**src/rtl/bram16_copy_engine_if.sv**
```systemverilog
// Control and memory-bus bundle for bram16_copy_engine.
//   master : the copy engine (drives status and the RAM address/write side)
//   slave  : the environment (control registers plus the attached bram16)
// Control: start/mode/src/dst/len/pattern in; busy/done/words_done out.
// Memory : mem_a/mem_we/mem_do out; mem_di is the RAM's registered read data.
interface bram16_copy_engine_if;
  logic        start;
  logic        mode;
  logic [15:0] src;
  logic [15:0] dst;
  logic [15:0] len;
  logic [15:0] pattern;
  logic        busy;
  logic        done;
  logic [15:0] words_done;
  logic [15:0] mem_a;
  logic        mem_we;
  logic [15:0] mem_do;
  logic [15:0] mem_di;

  modport master (
    input  start, mode, src, dst, len, pattern, mem_di,
    output busy, done, words_done, mem_a, mem_we, mem_do
  );

  modport slave (
    output start, mode, src, dst, len, pattern, mem_di,
    input  busy, done, words_done, mem_a, mem_we, mem_do
  );
endinterface

```
**src/rtl/bram16_copy_engine.sv**
```systemverilog
// Block copy / block fill engine for a 16-bit single-port block RAM.
//   sys_clk : rising-edge clock
//   sys_rst : asynchronous active-low reset
//   bus     : master side of bram16_copy_engine_if
//             (start/mode/src/dst/len/pattern in, busy/done/words_done out,
//              mem_a/mem_we/mem_do out, mem_di in)
// Copy alternates RD (present source address) and WR (write the registered
// read data to the destination), 2 cycles per word. Fill stays in WR and
// writes one pattern word per cycle. Pointers wrap modulo 2^16.
module bram16_copy_engine #(
  parameter int adr_width = 11  // width of the attached RAM; mem_a stays 16 bits
) (
  input logic                          sys_clk,
  input logic                          sys_rst,
  bram16_copy_engine_if.master         bus
);

  typedef enum logic [1:0] {IDLE, RD, WR} state_t;

  typedef struct packed {
    logic        mode;     // 0 = copy, 1 = fill
    logic [15:0] len;
    logic [15:0] pattern;
  } req_t;

  state_t      state;
  req_t        req_q;
  logic [15:0] src_ptr;
  logic [15:0] dst_ptr;
  logic [15:0] words_done;
  logic        done;
  logic [15:0] words_nxt;

  assign words_nxt = words_done + 16'd1;

  always_ff @(posedge sys_clk or negedge sys_rst) begin
    if (!sys_rst) begin
      state      <= IDLE;
      req_q      <= '0;
      src_ptr    <= '0;
      dst_ptr    <= '0;
      words_done <= '0;
      done       <= 1'b0;
    end else begin
      done <= 1'b0;
      case (state)
        IDLE: begin
          if (bus.start) begin
            req_q      <= '{mode: bus.mode, len: bus.len, pattern: bus.pattern};
            src_ptr    <= bus.src;
            dst_ptr    <= bus.dst;
            words_done <= '0;
            // Zero-length requests complete without touching memory.
            if (bus.len == 16'd0) done  <= 1'b1;
            else                  state <= bus.mode ? WR : RD;
          end
        end
        RD: state <= WR;
        WR: begin
          dst_ptr    <= dst_ptr + 16'd1;
          words_done <= words_nxt;
          if (!req_q.mode) src_ptr <= src_ptr + 16'd1;
          // Compare against the incremented count so len=0xFFFF cannot overflow.
          if (words_nxt == req_q.len) begin
            state <= IDLE;
            done  <= 1'b1;
          end else begin
            state <= req_q.mode ? WR : RD;
          end
        end
        default: state <= IDLE;
      endcase
    end
  end

  // Bus outputs decode straight from the state register, so the asynchronous
  // reset drops mem_we in the same instant it forces IDLE.
  always_comb begin
    bus.mem_a  = '0;
    bus.mem_we = 1'b0;
    bus.mem_do = '0;
    case (state)
      RD: bus.mem_a = src_ptr;
      WR: begin
        bus.mem_a  = dst_ptr;
        bus.mem_we = 1'b1;
        bus.mem_do = req_q.mode ? req_q.pattern : bus.mem_di;
      end
      default: ;
    endcase
  end

  assign bus.busy       = (state == RD) || (state == WR);
  assign bus.done       = done;
  assign bus.words_done = words_done;

endmodule

```
**src/flat_wrapper.sv**
```systemverilog
// flat-port wrapper written by rule: the top's interface ports become plain ports
module bram16_copy_engine_flat 
#(
  parameter int adr_width = 11                                                   
)
  (sys_clk, sys_rst, bus_start, bus_mode, bus_src, bus_dst, bus_len, bus_pattern, bus_mem_di, bus_busy, bus_done, bus_words_done, bus_mem_a, bus_mem_we, bus_mem_do);
  bram16_copy_engine_if bus_i ();
  input logic sys_clk;
  input logic sys_rst;
  input wire logic [$bits(bus_i.start)-1:0] bus_start;
  input wire logic [$bits(bus_i.mode)-1:0] bus_mode;
  input wire logic [$bits(bus_i.src)-1:0] bus_src;
  input wire logic [$bits(bus_i.dst)-1:0] bus_dst;
  input wire logic [$bits(bus_i.len)-1:0] bus_len;
  input wire logic [$bits(bus_i.pattern)-1:0] bus_pattern;
  input wire logic [$bits(bus_i.mem_di)-1:0] bus_mem_di;
  output wire logic [$bits(bus_i.busy)-1:0] bus_busy;
  output wire logic [$bits(bus_i.done)-1:0] bus_done;
  output wire logic [$bits(bus_i.words_done)-1:0] bus_words_done;
  output wire logic [$bits(bus_i.mem_a)-1:0] bus_mem_a;
  output wire logic [$bits(bus_i.mem_we)-1:0] bus_mem_we;
  output wire logic [$bits(bus_i.mem_do)-1:0] bus_mem_do;
  assign bus_i.start = bus_start;
  assign bus_i.mode = bus_mode;
  assign bus_i.src = bus_src;
  assign bus_i.dst = bus_dst;
  assign bus_i.len = bus_len;
  assign bus_i.pattern = bus_pattern;
  assign bus_i.mem_di = bus_mem_di;
  assign bus_busy = bus_i.busy;
  assign bus_done = bus_i.done;
  assign bus_words_done = bus_i.words_done;
  assign bus_mem_a = bus_i.mem_a;
  assign bus_mem_we = bus_i.mem_we;
  assign bus_mem_do = bus_i.mem_do;
  bram16_copy_engine #(.adr_width(adr_width)) u_core (.sys_clk(sys_clk), .sys_rst(sys_rst), .bus(bus_i));
endmodule
```
**config.mk**
```make
export PLATFORM = sky130hd
export DESIGN_NAME = bram16_copy_engine_flat
export DESIGN_NICKNAME = d
export VERILOG_FILES = /design/src/rtl/bram16_copy_engine_if.sv /design/src/rtl/bram16_copy_engine.sv /design/src/flat_wrapper.sv
export SDC_FILE = /design/constraint.sdc
export NUM_CORES = 1
export LEC_CHECK = 0
export BUFFER_PORTS_ARGS = -buffer_cell sky130_fd_sc_hd__clkbuf_2
export CAP_MARGIN = 20
export CORE_MARGIN = 4
export CORE_UTILIZATION = 55
export CTS_BUF_LIST = sky130_fd_sc_hd__clkbuf_4 sky130_fd_sc_hd__clkbuf_8 sky130_fd_sc_hd__clkbuf_16
export DETAILED_ROUTE_END_ITERATION = 12
export PLACE_DENSITY_LB_ADDON = 0.2
export SLEW_MARGIN = 10
export SYNTH_ARGS = -nofsm -noshare
export SYNTH_HDL_FRONTEND = slang
export SYNTH_SLANG_ARGS = --single-unit
```
**constraint.sdc**
```tcl
create_clock -name sys_clk -period 3.8 [get_ports sys_clk]
set_input_delay 0.57 -clock sys_clk [delete_from_list [all_inputs] [get_ports sys_clk]]
set_output_delay 0.57 -clock sys_clk [all_outputs]
set_load 0.01 [all_outputs]
```
==> impl_metrics.yaml, run 1 <==
clocking:
  clock_latency_ps: 360
  cts_tree: "built"
  clock_path_buffers: 2
  cts_root_buffer: "clkbuf_8"
  cts.clk_slew.worst_paths_ps: 90
  clock_sinks: 84
  cts_hold_buf: 0
  numCtsBuffers: 9
  htreeDepth: 3
  post_cts_resize_count: 0
  cts_setup_buffers: 0
critical_path:
  end_kind: "primary output"
  r2r.worst_path.cells: 6
  startpoint_type: "flop"
  worstPathRequired_ps: 3230
  crit_arrival_ps: 2760
  r2r-start: "u_core.state[0]$_DFFE_PN0P_"
  path_max_fanout: 33
  reg2reg_slack_ps: 950
  r2r_end: "u_core.state[0]$_DFFE_PN0P_"
  path_class: "reg -> out"
detailed_routing:
  top_layer: "met4"
  drt_iter0_drc: 291
  ant_nets: 0
  drc_errors: 0
  drt-met1-wl_um: 6160
  drt-total-wl_um: 14000
  wl_met3_um: 905
  dr.pass1.iters: 7
  via_count: 5024
  met2_length_um: 6660
  avgRoutedWirePerCell_um: 16.8
  vias_per_cell: 6.05
global_routing:
  overflow: 0
  grt_pass1_wl_um: 23400
  grt_use_total: 0.251
  grt_max_degree: 85
  antenna_found_initial: 0
  grt_pass1_vias: 4743
timing:
  setup_tns_ps: 0
  fin_hold_ws_ps: 93.7
  worst_pin_slew_ps: 987
  clock_skew_ps: 11.7
  report.final.hold_viol_count: 0
  finalCriticalPeriod_ps: 3330
  timing.final.crit_share: 0.876
  relSlewSlack: 0.342
  rsz0062_at_grt: "false"
  drv_slew: 0
  setup_viol: 0
  max_freq_mhz: 301
power_and_ir_drop:
  switching_share: 0.429
  clock_power_share: 0.163
  p_comb_frac: 0.473
  seq_power_share: 0.363
  p_per_area_mw_per_mm2: 768
  power.internal_mw: 2.79
  p_switching_mw: 2.09
  vdd_ir_drop_max_mv: 0.416
  p_leak_nw: 2.87
finish:
  register_area_mm2: 0.00210
  fillers: 825
  area_growth_pct: 18.5
  drive_above_1_share: 0.291
  num_antenna_cells: 0
  nets: 788
  multi_input_area_mm2: 0.00304
synthesis:
  synth.largest_area_cell: "dfrtp_1"
  yosysTopAreaCellShare: 0.392
  synth_seq_cells: 84
  synthArstFlopShare: 1.00
  yosysWarnings: 0
  synth.most_common_cell: "dfrtp_1"
  yosys-top-cells-count: "84 x dfrtp_1, 44 x o21ai_0, 42 x nand2_1, 42 x nor2_1, 33 x mux2_2"
  ys_dominant_reg_cell: "dfrtp_1"
  ys_top_cells_by_area: "dfrtp_1 39%, mux2_2 6.9%, mux2i_1 5.6%"
  synth-seq-area-share: 0.392
  synthCells: 589
  synth_edf_count: 0
  yosysUniqueCellTypes: 59
  netlist_area_mm2: 0.00536
  syn_nets: 680
  syn_area_per_cell_um2: 9.10
floorplanning:
  start_util: 0.572
  row_count: 35
  ios: 135
  core_area_mm2: 0.00937
  die_h_um: 107
  die-area_mm2: 0.0114
  die_width_um: 107
min_path:
  hp-class: "in -> async"
placement:
  dp_hpwl_um: 9990
  portBuffers: 134
  gp_congestion: 0.855
outcome:
  outcome: "finished, final reports clean"
run:
  cap_violations: 0
==> area by class of cell <==
type                    count  share of cell area
repair buffers            141               0.117
inverters                  16             0.00945
clock inverters             7              0.0191
clock buffers               9              0.0195
multi-input cells         445               0.479
flip-flops and latches     84               0.331
well taps                 129              0.0254
==> cells by family (layout without fill, tap and decap cells) <==
logic type | count (synthesis) | in the layout | synth area share
AOI/OAI and AO/OA | 161 | 161 | 0.196
xor gates and xnor gates | 20 | 20 | 0.0352
adders and majority gates | 8 | 8 | 0.0182
buffers and inverters | 60 | 173 | 0.0439
DFF | 84 | 84 | 0.392
muxes | 63 | 63 | 0.125
and+or+nand+nor | 193 | 193 | 0.190
==> layer usage <==
metal  global-route usage  vias up
met3               0.0506       23
met2                0.394      188
met4               0.0685        0
li1                     -     2399
met5                    0        -
met1                0.354     2414
==> registers in the layout (all words and copies together) (netlist names) <==
register / flops
u_core.bus.done: 1
u_core.bus.words_done: 16
u_core.dst_ptr: 16
u_core.req_q: 33
u_core.src_ptr: 16
u_core.state: 2
==> stage by stage <==
step | power [mW] | area, µm² | std cells | worst slack (ps) | utilization
floorplan | 3.38 | 5360 | 589 | 1470 | -
global placement | 3.98 | 6080 | 814 | 989 | 0.649
detailed placement | 4.07 | 6080 | 814 | 896 | 0.649
CTS | 4.88 | 6330 | 830 | 490 | 0.675
global route | 5.26 | 6360 | 831 | 257 | 0.678
finish | 4.88 | 6360 | 831 | 473 | 0.678
==> power by group through the flow <==
stage / Clock, mW / Sequential (mW) / Combinational [mW]
after detailed placement: 0 / 1.77 / 2.30
after global placement: 0 / 1.75 / 2.23
after CTS: 0.812 / 1.76 / 2.31
final: 0.797 / 1.77 / 2.31
after global routing: 0.847 / 1.84 / 2.57
after floorplan: 0 / 1.57 / 1.80
==> worst max-delay path, stage by stage (launching register included) <==
cell and delay, ps:
dfrtp_1 420, inv_1 100, ha_2 600, clkinv_1 600
buf_4 390, nor2_1 140, clkbuf_2 150
==> worst max-delay path by stage <==
stage | start | to | slack (ps)
floorplan | u_core.state[0]$_DFFE_PN0P_ | bus_mem_do[10] | 1470
global placement | u_core.state[0]$_DFFE_PN0P_ | bus_mem_do[5] | 990
detailed placement | u_core.state[0]$_DFFE_PN0P_ | bus_mem_do[0] | 900
CTS | u_core.state[0]$_DFFE_PN0P_ | bus_mem_do[0] | 490
global route | u_core.state[0]$_DFFE_PN0P_ | bus_mem_do[6] | 260
finish | u_core.state[0]$_DFFE_PN0P_ | bus_mem_do[6] | 470
==> cell usage in the layout (no fill, tap or decap), types with 4 or more instances in the layout <==
| cell type | synthesis | layout |
|---|---|---|
| xnor2_1 | 13 | 13 |
| o22ai_1 | 16 | 16 |
| a22o_1 | 4 | 4 |
| ha_1 | 7 | 6 |
| clkbuf_2 | 0 | 133 |
| a31oi_1 | 8 | 8 |
| a22oi_1 | 15 | 15 |
| xor2_1 | 6 | 6 |
| o21ai_0 | 44 | 44 |
| dfrtp_1 | 84 | 84 |
| or3_1 | 4 | 4 |
| nor3_1 | 11 | 11 |
| nand2_1 | 42 | 41 |
| nand4_1 | 10 | 10 |
| nor4_1 | 4 | 4 |
| nand2b_1 | 4 | 4 |
| a222oi_1 | 6 | 6 |
| nor2b_1 | 16 | 16 |
| and4_1 | 4 | 4 |
| a21o_1 | 6 | 6 |
| and2_1 | 4 | 4 |
| and3_1 | 9 | 9 |
| mux2_2 | 33 | 33 |
| o31ai_1 | 9 | 9 |
| or4_1 | 7 | 7 |
| o22a_1 | 5 | 5 |
| inv_1 | 15 | 15 |
| mux2i_1 | 30 | 29 |
| a21oi_1 | 30 | 30 |
| clkbuf_8 | 0 | 9 |
| nand3_1 | 24 | 24 |
| nor2_1 | 42 | 42 |
| buf_4 | 0 | 7 |
Power figures use the tool's default switching activity.
==> run 2: changes to the inputs <==
--- a/config.mk
+++ b/config.mk
@@ -8,7 +8,7 @@
 export BUFFER_PORTS_ARGS = -buffer_cell sky130_fd_sc_hd__clkbuf_2
 export CAP_MARGIN = 20
 export CORE_MARGIN = 4
-export CORE_UTILIZATION = 55
+export CORE_UTILIZATION = 54
 export CTS_BUF_LIST = sky130_fd_sc_hd__clkbuf_4 sky130_fd_sc_hd__clkbuf_8 sky130_fd_sc_hd__clkbuf_16
 export DETAILED_ROUTE_END_ITERATION = 12
 export PLACE_DENSITY_LB_ADDON = 0.2
==> constraint.sdc (replaced) <==
create_clock -name sys_clk -period 3.7 [get_ports sys_clk]
set_input_delay 0.555 -clock sys_clk [delete_from_list [all_inputs] [get_ports sys_clk]]
set_output_delay 0.555 -clock sys_clk [all_outputs]
set_load 0.01 [all_outputs]
==> run 2 against run 1 <==
Net effect: count of clock-buffer cells in the layout rose by 2; worst hold slack improved by 190 ps; critical path type unchanged; global-route usage fell by 0.44 points; first-iteration DRC count rose by 21%; clock skew rose by 1.2 ps; non-clock buffer count rose by 1; highest routed layer unchanged; largest cell class unchanged; power rose by 0.21%.
==> impl_metrics.yaml, run 2 (synthesized netlist as in run 1, its figures left out) <==
critical_path:
  path_max_fanout: 22
  startpoint_type: "flop"
  crit_arrival_ps: 2470
  reg2reg_slack_ps: 1110
  end_kind: "primary output"
  path_class: "reg -> out"
  worstPathRequired_ps: 3140
finish:
  register_area_mm2: 0.00210
  nets: 789
  final_cell_mix: "133 x clkbuf_2, 84 x dfrtp_1, 44 x o21ai_0, 42 x nor2_1, 41 x nand2_1"
  largest_reg_flops: 33
  fillers: 862
  num_antenna_cells: 0
  regMostFlops: "u_core.req_q"
  multi_input_area_mm2: 0.00304
  layoutNonFillerInstCount: 836
  area_growth_pct: 17.8
  final_common_cell: "clkbuf_2"
  drive_above_1_share: 0.292
placement:
  gp_congestion: 0.889
  placed_cells: 820
  dp_slack_ps: 1090
  portBuffers: 134
  dp_hpwl_um: 10200
detailed_routing:
  vias_per_cell: 5.97
  via_count: 4991
  avgRoutedWirePerCell_um: 16.7
  drc_errors: 0
  drt-total-wl_um: 14000
  drt_iter0_drc: 351
  ant_nets: 0
  dr.pass1.iters: 5
timing:
  setup_tns_ps: 0
  clock_skew_ps: 12.8
  relSlewSlack: 0.325
  report.final.hold_viol_count: 0
  finalCriticalPeriod_ps: 3030
  drv_slew: 0
  timing.final.crit_share: 0.818
  max_freq_mhz: 330
  setup_slack_ps: 672
  worst_pin_slew_ps: 1010
  setup_viol: 0
  rsz0062_at_grt: "false"
clocking:
  clock_latency_ps: 350
  cts_setup_buffers: 0
  numCtsBuffers: 9
  cts_tree: "built"
  cts_hold_buf: 0
  clock_sinks: 84
  post_cts_resize_count: 0
  htreeDepth: 3
  cts.clk_slew.worst_paths_ps: 80
  cts_root_buffer: "clkbuf_8"
  clock_path_buffers: 2
global_routing:
  overflow: 0
  grt_pass1_vias: 4702
  grt_max_degree: 65
  grt_use_total: 0.246
  grt_pass1_wl_um: 22800
  antenna_found_initial: 0
floorplanning:
  core_area_mm2: 0.00973
  die_width_um: 108
  start_util: 0.551
  die_h_um: 108
  ios: 135
  die-area_mm2: 0.0116
  row_count: 36
power_and_ir_drop:
  vdd_ir_drop_max_mv: 0.405
  p_leak_nw: 2.85
  p_per_area_mw_per_mm2: 774
  power_mw: 4.89
run:
  cap_violations: 0
outcome:
  outcome: "finished, final reports clean"
min_path:
  hp-class: "in -> async"
==> run 2: metal layers <==
| layer | track usage | wire length [µm] | part of all wire | vias up |
|---|---|---|---|---|
| met5 | 0 | 0 | 0 | - |
| met4 | 0.0929 | 306 | 0.022 | 0 |
| met3 | 0.0456 | 945 | 0.068 | 27 |
| met2 | 0.390 | 6690 | 0.48 | 186 |
| met1 | 0.336 | 6060 | 0.43 | 2379 |
| li1 | - | - | - | 2399 |
==> run 2: metrics by stage <==
stage | cell area (µm²) | hold WS (ps) | utilization
after floorplan | 5360 | 259 | -
after CTS | 6320 | 325 | 0.649
final | 6320 | 283 | 0.649
after detailed placement | 6100 | 497 | 0.627
after global placement | 6100 | 489 | 0.627
after global routing | 6320 | 353 | 0.649
==> run 2: final cells by class <==
| class | count | area share |
|---|---|---|
| multi-input combinational | 445 | 0.482 |
| tap | 133 | 0.0263 |
| sequential | 84 | 0.333 |
| clock inverter | 5 | 0.00951 |
| clock buffer | 11 | 0.0240 |
| inverter | 16 | 0.00951 |
| timing repair buffer | 142 | 0.116 |
==> run 2: worst max-delay path: stages (launching register included) <==
cell and delay (ps):
dfrtp_1 420, inv_1 110, ha_2 440, clkinv_1 490
buf_4 380, nor2_1 140, clkbuf_2 150
==> run 2: worst paths after layout <==
path / start / cells past startpoint / end
setup / recovery: u_core.state[0]$_DFFE_PN0P_ / 6 / bus_mem_do[0]
hold / removal: sys_rst / 1 / u_core.req_q[28]$_DFFE_PN0P_
setup reg to reg: u_core.state[0]$_DFFE_PN0P_ / 6 / u_core.state[0]$_DFFE_PN0P_
hold reg to reg: u_core.req_q[4]$_DFFE_PN0P_ / 1 / u_core.req_q[4]$_DFFE_PN0P_
max in group asynchronous: sys_rst / 2 / u_core.dst_ptr[8]$_DFFE_PN0P_
min in group sys_clk: bus_src[10] / 3 / u_core.src_ptr[10]$_DFFE_PN0P_
==> run 2: report_power, final <==
part           total (mW)  internal (mW)  switching [mW]
clock               0.686          0.350           0.336
sequential           1.83           1.31           0.521
combinational        2.38           1.11            1.27
total                4.89           2.76            2.13
==> run 3: changes to the inputs <==
==> constraint.sdc (replaced) <==
create_clock -name sys_clk -period 2.8 [get_ports sys_clk]
set_input_delay 0.42 -clock sys_clk [delete_from_list [all_inputs] [get_ports sys_clk]]
set_output_delay 0.42 -clock sys_clk [all_outputs]
set_load 0.01 [all_outputs]
==> run 3 against run 2 <==
Net effect: sequential cell count unchanged; die area unchanged; final area up 1.1%; critical endpoint is now bus_mem_a[0]; largest cell class unchanged.
==> impl_metrics.yaml, run 3 (synthesized netlist as in run 1, its figures left out) <==
finish:
  register_area_mm2: 0.00210
  multi_input_area_mm2: 0.00305
  final_common_cell: "clkbuf_2"
  final_cell_area_mm2: 0.00638
  nets: 794
  drive_above_1_share: 0.297
  final_cell_mix: "133 x clkbuf_2, 84 x dfrtp_1, 44 x o21ai_0, 42 x nor2_1, 41 x nand2_1"
  largest_reg_flops: 33
  fillers: 827
  regMostFlops: "u_core.req_q"
  area_growth_pct: 19.0
  num_antenna_cells: 0
  post-route-util: 0.656
detailed_routing:
  dr.pass1.iters: 8
  avgRoutedWirePerCell_um: 17.5
  via_count: 5159
  drc_errors: 0
  ant_nets: 0
  vias_per_cell: 6.13
  drt_iter0_drc: 308
  drt-total-wl_um: 14700
power_and_ir_drop:
  p_leak_nw: 2.88
  power_mw: 6.60
  p_per_area_mw_per_mm2: 1030
  vdd_ir_drop_max_mv: 0.482
critical_path:
  cp_slowest_stage_delay_ps: 430
  worstPathRequired_ps: 2380
  path_class: "reg -> out"
  startpoint_type: "flop"
  end_kind: "primary output"
  r2r.worst_path.cells: 7
  crit_start: "u_core.state[0]$_DFFE_PN0P_"
  r2r_end: "u_core.state[0]$_DFFE_PN0P_"
  reg2reg_slack_ps: 390
  crit_arrival_ps: 2220
  r2r-start: "u_core.bus.words_done[0]$_DFFE_PN0P_"
  crit_family: "buffers and inverters"
  path_max_fanout: 36
  cp_cell_sequence: "inv_1 > ha_4 > buf_6 > nand2_1 > a21boi_0 > clkbuf_2"
  cp_num_buf_inv: 3
  path_depth: 6
  crit_slowest_cell: "dfrtp_1"
global_routing:
  overflow: 0
  antenna_found_initial: 0
  grt_use_total: 0.263
  grt_pass1_vias: 4972
  grt_max_degree: 47
  grt_pass1_wl_um: 24200
timing:
  report.final.hold_viol_count: 0
  relSlewSlack: 0.608
  setup_tns_ps: 0
  rsz0062_at_grt: "false"
  timing.final.crit_share: 0.942
  drv_slew: 0
  max_freq_mhz: 379
  finalCriticalPeriod_ps: 2640
  worst_pin_slew_ps: 589
  setup_viol: 0
  clock_skew_ps: 11.9
floorplanning:
  ios: 135
  core_area_mm2: 0.00973
  die-area_mm2: 0.0116
  row_count: 36
  die_width_um: 108
  start_util: 0.551
  die_h_um: 108
clocking:
  cts.clk_slew.worst_paths_ps: 90
  htreeDepth: 3
  clock_path_buffers: 2
  clock_latency_ps: 360
  numCtsBuffers: 9
  cts_root_buffer: "clkbuf_8"
  clock_sinks: 84
  cts_setup_buffers: 0
  cts_tree: "built"
run:
  cap_violations: 0
placement:
  dp_hpwl_um: 10600
  gp_congestion: 0.898
  place_area_mm2: 0.00617
  portBuffers: 134
outcome:
  outcome: "finished, final reports clean"
min_path:
  hp-class: "in -> async"
run 3: changes by cell type in the layout (fill, tap and decap cells not counted):
cell and delta:
buf_12 +2, buf_4 +2, buf_6 +1, clkbuf_4 +1, clkbuf_8 -2, clkinv_2 -1
clkinv_4 -1, clkinvlp_4 +1, ha_2 -1, ha_4 +1, inv_6 +2
run 3: layer usage:
layer | part of all wire | global-route usage
met1 | 0.42 | 0.361
met2 | 0.48 | 0.414
met3 | 0.073 | 0.0402
met4 | 0.025 | 0.111
met5 | 0 | 0
run 3: cell type report:
cell class,instances,area share
multi-input cells,445,0.478
well taps,133,0.0261
clock inverters,6,0.0112
inverters,16,0.00941
clock buffers,10,0.0206
flip-flops and latches,84,0.329
repair buffers,147,0.125
run 3: metrics by stage:
stage / cells / setup slack (ps) / hold slack (ps)
after floorplan: 589 / 621 / 124
after global placement: 825 / 415 / 436
after detailed placement: 825 / 366 / 440
after CTS: 841 / 63.6 / 44.6
after global routing: 841 / 67.3 / 64.1
final: 841 / 161 / 31.9
run 3: how the worst max path moves through the flow:
stage | slack (ps) | end
floorplan | 620 | bus_mem_do[10]
finish | 160 | bus_mem_a[0]
global placement | 410 | bus_mem_a[0]
detailed placement | 370 | bus_mem_a[0]
CTS | 60 | bus_mem_a[0]
global route | 70 | bus_mem_a[0]
run 3: what timing repair did:
item / in CTS / in global routing
endpoints found under the setup margin: 1 / 1
hold endpoints to repair: 0 / 0
hold buffers: 0 / 0
resized for setup: 1 / 1
run 3: where the power goes:
group / switching (mW) / leakage [nW] / total, mW / internal [mW]
clock network: 0.473 / 0.0969 / 0.904 / 0.430
registers: 0.642 / 1.02 / 2.37 / 1.73
logic: 1.81 / 1.76 / 3.33 / 1.52
total: 2.93 / 2.88 / 6.60 / 3.68
